<file path="src/rtl/bcd_pkg.sv">
// rtl/bcd_pkg.sv - shared BCD constants, FSM state type and digit check
package bcd_pkg;

    localparam int BCD_W    = 4;
    localparam int BITCNT_W = 2;

    localparam logic [BCD_W-1:0]    BCD_MAX     = 4'd9;
    localparam logic [BITCNT_W-1:0] BITCNT_LAST = 2'd3;

    typedef enum logic {
        IDLE  = 1'b0,
        SHIFT = 1'b1
    } state_t;

    // True when the code is a legal decimal digit
    function automatic logic is_bcd(input logic [BCD_W-1:0] d);
        return d <= BCD_MAX;
    endfunction

endpackage

</file>
<file path="src/rtl/bcd_serial_feeder_if.sv">
// rtl/bcd_serial_feeder_if.sv - digit handshake and serial output bundle
interface bcd_serial_feeder_if;
    import bcd_pkg::*;

    logic [BCD_W-1:0] din;
    logic             din_valid;
    logic             din_ready;
    logic             x;
    logic             frame;
    logic             busy;
    logic             err;

    // Producer/consumer side: drives digits, watches the serial line
    modport master (
        output din, din_valid,
        input  din_ready, x, frame, busy, err
    );

    // Feeder side
    modport slave (
        input  din, din_valid,
        output din_ready, x, frame, busy, err
    );

endinterface

</file>
<file path="src/rtl/digit_fifo.sv">
// rtl/digit_fifo.sv - small synchronous FIFO with count, full and empty
module digit_fifo #(
    parameter int DEPTH = 2,
    parameter int WIDTH = 4
) (
    input  logic                     clk,
    input  logic                     rst,
    input  logic                     push_i,
    input  logic [WIDTH-1:0]         wdata_i,
    input  logic                     pop_i,
    output logic [WIDTH-1:0]         rdata_o,
    output logic                     full_o,
    output logic                     empty_o,
    output logic [$clog2(DEPTH):0]   count_o
);

    localparam int AW = $clog2(DEPTH);
    localparam logic [AW:0] FULL_CNT = (AW+1)'(DEPTH);

    logic [WIDTH-1:0] mem_q [DEPTH];
    logic [AW-1:0]    wr_ptr_q, wr_ptr_d;
    logic [AW-1:0]    rd_ptr_q, rd_ptr_d;
    logic [AW:0]      count_q, count_d;
    logic             do_push, do_pop;

    assign full_o  = (count_q == FULL_CNT);
    assign empty_o = (count_q == '0);
    assign count_o = count_q;
    assign rdata_o = mem_q[rd_ptr_q];

    assign do_push = push_i && !full_o;
    assign do_pop  = pop_i && !empty_o;

    // Next pointers and count; DEPTH is a power of two so pointers wrap naturally
    always_comb begin
        wr_ptr_d = wr_ptr_q;
        rd_ptr_d = rd_ptr_q;
        count_d  = count_q;
        if (do_push) wr_ptr_d = wr_ptr_q + 1'b1;
        if (do_pop)  rd_ptr_d = rd_ptr_q + 1'b1;
        case ({do_push, do_pop})
            2'b10:   count_d = count_q + 1'b1;
            2'b01:   count_d = count_q - 1'b1;
            default: count_d = count_q;
        endcase
    end

    // Pointer and occupancy registers
    always_ff @(posedge clk) begin
        if (rst) begin
            wr_ptr_q <= '0;
            rd_ptr_q <= '0;
            count_q  <= '0;
        end else begin
            wr_ptr_q <= wr_ptr_d;
            rd_ptr_q <= rd_ptr_d;
            count_q  <= count_d;
        end
    end

    // Storage; contents are don't-care until written
    always_ff @(posedge clk) begin
        if (do_push) mem_q[wr_ptr_q] <= wdata_i;
    end

endmodule

</file>
<file path="src/rtl/bcd_serial_feeder.sv">
// rtl/bcd_serial_feeder.sv - buffers BCD digits and shifts them out LSB-first in 4-cycle frames
module bcd_serial_feeder
    import bcd_pkg::*;
#(
    parameter int   DEPTH    = 2,
    parameter logic IDLE_BIT = 1'b0
) (
    input  logic                clk,
    input  logic                rst,
    bcd_serial_feeder_if.slave  bus
);

    logic                    transfer;
    logic                    digit_ok;
    logic                    fifo_push;
    logic                    fifo_pop;
    logic [BCD_W-1:0]        fifo_rdata;
    logic                    fifo_full;
    logic                    fifo_empty;
    logic [$clog2(DEPTH):0]  fifo_count;

    state_t                  state_q;
    logic [BCD_W-1:0]        shreg_q;
    logic [BITCNT_W-1:0]     bitcnt_q;
    logic                    err_q;

    assign bus.din_ready = !rst && !fifo_full;
    assign transfer      = bus.din_valid && bus.din_ready;
    assign digit_ok      = is_bcd(bus.din);
    assign fifo_push     = transfer && digit_ok;

    digit_fifo #(
        .DEPTH (DEPTH),
        .WIDTH (BCD_W)
    ) u_fifo (
        .clk     (clk),
        .rst     (rst),
        .push_i  (fifo_push),
        .wdata_i (bus.din),
        .pop_i   (fifo_pop),
        .rdata_o (fifo_rdata),
        .full_o  (fifo_full),
        .empty_o (fifo_empty),
        .count_o (fifo_count)
    );

    // Pop whenever the FSM is ready to load a new digit and one is waiting
    always_comb begin
        fifo_pop = 1'b0;
        if (!fifo_empty) begin
            if (state_q == IDLE)
                fifo_pop = 1'b1;
            else if (bitcnt_q == BITCNT_LAST)
                fifo_pop = 1'b1;
        end
    end

    // Frame sequencer: load a digit, shift four bits, chain straight into the next one
    always_ff @(posedge clk) begin
        if (rst) begin
            state_q  <= IDLE;
            shreg_q  <= '0;
            bitcnt_q <= '0;
        end else begin
            case (state_q)
                IDLE: begin
                    if (!fifo_empty) begin
                        shreg_q  <= fifo_rdata;
                        bitcnt_q <= '0;
                        state_q  <= SHIFT;
                    end
                end
                SHIFT: begin
                    if (bitcnt_q == BITCNT_LAST) begin
                        if (!fifo_empty) begin
                            shreg_q  <= fifo_rdata;
                            bitcnt_q <= '0;
                        end else begin
                            state_q  <= IDLE;
                        end
                    end else begin
                        shreg_q  <= {1'b0, shreg_q[BCD_W-1:1]};
                        bitcnt_q <= bitcnt_q + 1'b1;
                    end
                end
                default: state_q <= IDLE;
            endcase
        end
    end

    // One-cycle flag for a consumed out-of-range code
    always_ff @(posedge clk) begin
        if (rst) err_q <= 1'b0;
        else     err_q <= transfer && !digit_ok;
    end

    assign bus.x     = (state_q == SHIFT) ? shreg_q[0] : IDLE_BIT;
    assign bus.frame = (state_q == SHIFT) && (bitcnt_q == '0);
    assign bus.busy  = (state_q == SHIFT) || (fifo_count != '0);
    assign bus.err   = err_q;

endmodule

</file>
<file path="src/flat_wrapper.sv">
// flat-port wrapper written by rule: the top's interface ports become plain ports
module bcd_serial_feeder_flat import bcd_pkg::*;
#(
    parameter int   DEPTH    = 2,
    parameter logic IDLE_BIT = 1'b0
)
  (clk, rst, bus_din, bus_din_valid, bus_din_ready, bus_x, bus_frame, bus_busy, bus_err);
  bcd_serial_feeder_if bus_i ();
  input  logic clk;
  input  logic rst;
  input wire logic [$bits(bus_i.din)-1:0] bus_din;
  input wire logic [$bits(bus_i.din_valid)-1:0] bus_din_valid;
  output wire logic [$bits(bus_i.din_ready)-1:0] bus_din_ready;
  output wire logic [$bits(bus_i.x)-1:0] bus_x;
  output wire logic [$bits(bus_i.frame)-1:0] bus_frame;
  output wire logic [$bits(bus_i.busy)-1:0] bus_busy;
  output wire logic [$bits(bus_i.err)-1:0] bus_err;
  assign bus_i.din = bus_din;
  assign bus_i.din_valid = bus_din_valid;
  assign bus_din_ready = bus_i.din_ready;
  assign bus_x = bus_i.x;
  assign bus_frame = bus_i.frame;
  assign bus_busy = bus_i.busy;
  assign bus_err = bus_i.err;
  bcd_serial_feeder #(.DEPTH(DEPTH), .IDLE_BIT(IDLE_BIT)) u_core (.clk(clk), .rst(rst), .bus(bus_i));
endmodule
</file>
<file path="config.mk">
export PLATFORM = sky130hd
export DESIGN_NAME = bcd_serial_feeder_flat
export DESIGN_NICKNAME = d
export VERILOG_FILES = /design/src/rtl/bcd_pkg.sv /design/src/rtl/bcd_serial_feeder_if.sv /design/src/rtl/digit_fifo.sv /design/src/rtl/bcd_serial_feeder.sv /design/src/flat_wrapper.sv
export SDC_FILE = /design/constraint.sdc
export NUM_CORES = 1
export LEC_CHECK = 0
export ABC_AREA = 1
export ABC_CLOCK_PERIOD_IN_PS = 1500
export CAP_MARGIN = 20
export CORE_MARGIN = 3
export CORE_UTILIZATION = 46
export DETAILED_ROUTE_END_ITERATION = 10
export PLACE_DENSITY = 0.79
export SYNTH_ARGS = -nofsm -noshare
export SYNTH_HDL_FRONTEND = slang
export SYNTH_SLANG_ARGS = --single-unit
</file>
<file path="constraint.sdc">
create_clock -name clk -period 1.5 [get_ports clk]
set_input_delay 0.3 -clock clk [delete_from_list [all_inputs] [get_ports clk]]
set_output_delay 0.3 -clock clk [all_outputs]
set_load 0.02 [all_outputs]
</file>
# ---- Word-level counts from Yosys, hierarchy flattened
# Memory sizes are Yosys's and may differ from the RTL's. A register that Yosys moved wholly into a read port is not among the register bits.
# Index checks and enable logic that the tools add are counted.
dict set report word_totals {
  ram_bits 8
  mem_bits_ro 0
  in_bits 7
  latchBits 0
  output_inout_bits 5
  wordCells 53
  register_bits 12
  memories 1
}
# memory depth word_bits rd rd_ports_with_merged_regs write_ports line_no
set memory_table {}
lappend memory_table {u_core.u_fifo.mem_q 2 4 1 1 1 digit_fifo.sv:20} ;# logic [WIDTH-1:0] mem_q [DEPTH];
dict set report op_classes {
  add_sub_neg 5
  order_cmp 1
  eq_ne 4
  multipliers 0
  n_div 0
  bitwise_logic 1
  n_reduce_logical 16
  muxes 18
  shift 0
}
# operator count
set ops {}
lappend ops {{$mux 1} 10}
lappend ops {{$mux 4} 2}
lappend ops {{$pmux 2 s2} 2}
lappend ops {{$pmux 4 s2} 1}
lappend ops {{$logic_and 1x1->1} 7}
lappend ops {{$eq 2x2->1 const B} 3}
lappend ops {{$add 2x1->2 const B} 2}
lappend ops {{$le 4x4->1 const B} 1}
lappend ops {{$logic_not 1->1} 4}
lappend ops {{$logic_not 2->1} 2}
lappend ops {{$mux 2} 2}
lappend ops {{$reduce_bool 2->1} 2}
lappend ops {{$add 1x1->1 const B} 2}
lappend ops {{$eq 2x1->1 const B} 1}
lappend ops {{$pmux 1 s2} 1}
lappend ops {{$sub 2x1->2 const B} 1}
lappend ops {{$logic_or 1x1->1} 1}
lappend ops {{$not 1->1} 1}

# ---- Longest topological paths before layout
dict set report logic_depth {
  depth_word 8
  depth_mapped 11
  ltp_nobuf 11
}

# ---- By module
# From an unflattened synthesis, not the netlist that was laid out.
dict set report hier_totals {
  hier_cells 113
  hier_area_um2 969.7
}
# mod area_per_inst_um2 seq_area_each_um2 instances cells_each
set by_module_without_submodules {}
lappend by_module_without_submodules {digit_fifo 548.0 340.3 1 52}
lappend by_module_without_submodules {bcd_serial_feeder 421.7 160.2 1 61}

# ---- Worst setup path before layout
# No wires, ideal clock.
dict set report synth_path {
  path_kind {register to register}
  startpoint {register u_core.bitcnt_q[0]}
  endpoint {register u_core.u_fifo.count_q[1], in the netlist u_core.u_fifo.count_o[1]}
  required_ns 1.387
  synth_period_minus_slack_ns 1.565
  path_stages_with_launch 9
  path_slack_ns -0.065
  t_arrival_ns 1.453
  setup_ns 0.113
  path_buffers 0
  path_cell_list {dfxtp_1 -> ha_1 -> nor2_4 -> nor2_4 -> ha_1 -> nor3b_1 -> nand2_1 -> nand2_1 -> nor2_1}
}
dict set report synth_via {
  elab_chain_cells 7
  elab_cells_between_ends 9
  cone_classes {eq/ne: 3; mux: 4; reduce/logical: 2}
}
# item line_no
set synth_lines {}
lappend synth_lines {{start: declaration} bcd_serial_feeder.sv:24} ;# logic [BITCNT_W-1:0] bitcnt_q;
lappend synth_lines {{start signal: assignment} bcd_serial_feeder.sv:83} ;# bitcnt_q <= bitcnt_q + 1'b1;
lappend synth_lines {{$eq 2x2->1 *} bcd_serial_feeder.sv:53} ;# else if (bitcnt_q == BITCNT_LAST)
lappend synth_lines {{$mux 1 *} bcd_serial_feeder.sv:53}
lappend synth_lines {{$mux 1 *} bcd_serial_feeder.sv:51} ;# if (state_q == IDLE)
lappend synth_lines {{$mux 1 *} bcd_serial_feeder.sv:50} ;# if (!fifo_empty) begin
lappend synth_lines {{$logic_and 1x1->1 *} digit_fifo.sv:32} ;# assign do_pop = pop_i && !empty_o;
lappend synth_lines {{net u_core.u_fifo.do_pop} digit_fifo.sv:24} ;# logic do_push, do_pop;
lappend synth_lines {{$eq 2x1->1 or $eq 2x2->1 (tied branches)} digit_fifo.sv:41} ;# case ({do_push, do_pop})
lappend synth_lines {{$pmux 2 s2 or $reduce_bool 2->1 (tied branches)} n/a}
lappend synth_lines {{end signal: assignment} digit_fifo.sv:57} ;# count_q <= count_d;
lappend synth_lines {{end: declaration} digit_fifo.sv:23} ;# logic [AW:0] count_q, count_d;
# Mark *: on every way through the listed nets, which the timed path passes. The rest lies on a longest branch.
# A chain may end at the register's enable or synchronous reset.

# ---- Worst setup path after layout
dict set report layout_path {
  startpoint {input port bus_din_valid}
  endpoint {register u_core.u_fifo.count_q[1], in the netlist u_core.u_fifo.count_o[1]}
}
dict set report layout_via {
  elab_chain_cells 5
  elab_cells_between_ends 7
  cone_classes {eq/ne: 2; mux: 1; reduce/logical: 4}
}
# item line_no
set layout_lines {}
lappend layout_lines {{start: declaration} flat_wrapper.sv:12} ;# input wire logic [$bits(bus_i.din_valid)-1:0] bus_din_valid;
lappend layout_lines {{$logic_and 1x1->1 *} bcd_serial_feeder.sv:28} ;# assign transfer = bus.din_valid && bus.din_ready;
lappend layout_lines {{$logic_and 1x1->1 *} bcd_serial_feeder.sv:30} ;# assign fifo_push = transfer && digit_ok;
lappend layout_lines {{$logic_and 1x1->1 *} digit_fifo.sv:31} ;# assign do_push = push_i && !full_o;
lappend layout_lines {{$eq 2x1->1 or $eq 2x2->1 (tied branches)} digit_fifo.sv:41}
lappend layout_lines {{$pmux 2 s2 or $reduce_bool 2->1 (tied branches)} n/a}
# Mark *: on every way between the ends. The rest lies on a longest branch, timed or not.

==> metrics <==
routability congestion estimate=0.847; Fin. Hold Viols=0; Slew Limit Fails=0; crit-path most repeated cell=nand2_1; Final setup viols=0; first-pass GRT wire length=approximately 3200 microns; crit path DAT=roughly 1.7 ns; Avg Cell Area, Syn=around 9.2 sq um; leakage power=roughly 0.58 nW; pwr/cell area=1710 nW/um^2; post-DR wirelength/cell=12.1 microns; Worst-path clk slew=approximately 0.11 ns; Adder-Cell Fraction of Synth Area=~4.2%; die height=roughly 50 microns; Yosys reg bits=21; vias in the first global route=between 700 and 800; Syn Std Cell Area=892 sq um; Post-Synthesis Cells=97; Register Area=around 500 sq um; Layout Cells excl Fill=between 150 and 200; dpl cells=between 100 and 150; WS Path Type=input port to register; largest family of logic cells by synthesized area=simple AND/OR/NAND/NOR gates; Hold Path Sink=u_core.u_fifo.mem_q[0][3]; reg2reg start=u_core.u_fifo.count_o[0]; Synth Area in Compound Gates=between 10% and 20%; Critical-path top delay cell=clkdlybuf4s50_1; finished layout cell area=around 1300 sq um; # IOs=12; CTS tree=built; total clock buffers created by CTS=3; Synth cell types=16; Area growth, synth to finish=40.8%; Worst Path Buf+Inv=2; Worst slew margin=between 80% and 90%; r2r setup slk=~0.02 ns; Slowest Stage Delay on Critical Path=around 0.51 ns; hold-critical path depth=2; hold path startpoint=bus_din[3]; Worst EP required=between 1.5 and 2 ns; Detailed Route Iter0 Violations=14; CP startpoint kind=input port; max_cap viols=0; fin crit share=between 90% and 100%; top-area cell type share of the netlist area=approximately 29%; maximum clock frequency=approximately 670 MHz; Starting Density=50.0%; CP Max Fanout=3; Clock Skew=approximately 0.0047 ns; post-layout min period=approximately 1.5 ns; worst-path cell chain=clkdlybuf4s50_1 -> nand3_4 -> nor2_4 -> inv_2 -> ha_4 -> nor3b_4 -> nand2_1 -> nand2_1 -> nor2_1; Syn Nets=107; initial antenna violation count=0; area of the multi-input gates=387 sq um; Final TNS setup=0 ns; # rows=15; DR vias/cell=between 4 and 5; nets=about 140; DRT Wirelength=1890 microns; CTS Root Buffer Type=clkbuf_4; measured slew at the worst slew-check pin=between 0.2 and 0.25 ns; clk sinks=21; final setup margin=0.0105 ns; first drt pass iteration count=4; Placeable Area=1780 sq um; share of the yosys chip area belonging to registers=~56%; Worst setup EP type=register; largest net degree at the start of global routing=12; Final HPWL DP=approximately 1400 microns; fraction of layout cells with a size suffix above 1=34.1%; RSZ-0062 raised after global routing=yes; cell taking the most area after synthesis=dfxtp_1; yosys warns=0; top cell family by delay on the critical path=simple AND/OR/NAND/NOR gates; DRT antenna net count=0; Synth Area in Simple Gates=about a fifth; Tot GR Track Use=between 10% and 20%; DR DRC count=0; worst skew pair latency=approximately 0.29 ns; Die Footprint=approximately 2500 sq um; multiplexer area fraction after synthesis=0%; H-tree lvl count=1; pre-CTS setup slack=-0.438 ns; worst vdd ir=0.00105 V; grt ovf=0; end of the worst register-to-register path=u_core.u_fifo.count_o[1]; post-layout util=a little over two thirds; Fillers=between 100 and 150; # port buffers=11; outcome=finished clean; Max clock buf depth=2; die width=50.0 microns; R2R cell count=10; ANT cells=0; post-synthesis xor/xnor area fraction=0%; vias=approximately 800; Synth area leaders=dfxtp_1, edfxtp_1, a21oi_1; DP Area=about 1200 sq um; min-delay worst type=input port to register
## report_power, final
group	switching, mW	total [mW]	leakage, nW	internal, mW
registers	0.117	0.838	0.182	0.721
logic	0.556	1.05	0.379	0.498
clock network	0.150	0.253	0.0150	0.103
total	0.824	2.15	0.576	1.32
## timing repair
action	in CTS	in global routing
setup endpoints to repair	7	4
hold buffers	0	0
pin swaps	3	5
buffers inserted	2	2
gates resized for setup	16	13
## cell usage after synthesis
library cell  number
nand2_1           12
nor2_4             4
nor2_1            16
inv_1             10
o211ai_1           1
edfxtp_1           8
inv_2              3
dfxtp_1           13
ha_1               3
nand2_2            1
o21ai_0            8
nand3_2            1
nor3b_1            1
a21oi_1           14
nor3_1             1
o21ai_2            1
## kinds of logic (layout without fill, tap and decap cells)
| group | after synthesis | in the layout |
|---|---|---|
| and+or+nand+nor | 36 | 36 |
| AOI/OAI and AO/OA | 24 | 24 |
| DFF | 21 | 21 |
| buffers and inverters | 13 | 48 |
| adders and majority gates | 3 | 3 |
## stage by stage
step           total power [mW]  hold slack [ns]
6_report                   2.15            0.340
5_1_grt                    2.32            0.334
4_1_cts                    2.07            0.486
3_5_place_dp               1.75            0.481
3_3_place_gp               1.70            0.455
2_1_floorplan              1.36            0.369
## registers in the layout, indices dropped and copies added, names as in the netlist, named ones only
| signal | flops |
|---|---|
| u_core.bitcnt_q | 2 |
| u_core.u_fifo.mem_q | 8 |
| u_core.u_fifo.wr_ptr_q | 1 |
| u_core.state_q | 1 |
| u_core.shreg_q | 4 |
| u_core.u_fifo.count_o | 2 |
| u_core.u_fifo.rd_ptr_q | 1 |
| u_core.bus.err | 1 |
## metal layers
metal  global-route usage (%)  wire, microns  share of wire, %
met2                     31.3           1020                54
met3                     3.63             65               3.4
met1                     18.0            742                39
met4                     9.22             62               3.3
met5                        0              0                 0
## cell usage in the layout, fill, tap and decap left out, drive strengths merged
cell type,count
a21oi,14
buf,22
clkbuf,5
clkdlybuf4s50,2
dfxtp,13
dlygate4sd2,2
dlymetal6s2s,4
edfxtp,8
ha,3
inv,13
nand2,13
nand3,1
nor2,20
nor3,1
nor3b,1
o211ai,1
o21ai,9
## worst max path at each step
stage / startpoint / endpoint / slack, ns / cells past startpoint
after floorplan: u_core.bitcnt_q[0] / u_core.u_fifo.count_o[1] / 0.0003 / 8
after global placement: bus_din[2] / u_core.u_fifo.count_o[1] / -0.40 / 10
after CTS: u_core.u_fifo.count_o[0] / bus_din_ready / 0.007 / 3
after detailed placement: bus_din[2] / u_core.u_fifo.count_o[1] / -0.44 / 10
final: bus_din_valid / u_core.u_fifo.count_o[1] / 0.01 / 9
after global routing: u_core.u_fifo.count_o[0] / u_core.u_fifo.count_o[1] / -0.06 / 10
## layout make-up
type                    instances  share of cell area, %
flip-flops and latches         21                   40.4
multi-input cells              63                   30.8
repair buffers                 31                   20.1
inverters                      13                   4.08
well taps                      25                   2.49
clock buffers                   4                   2.09
Power figures use the tool's default switching activity.
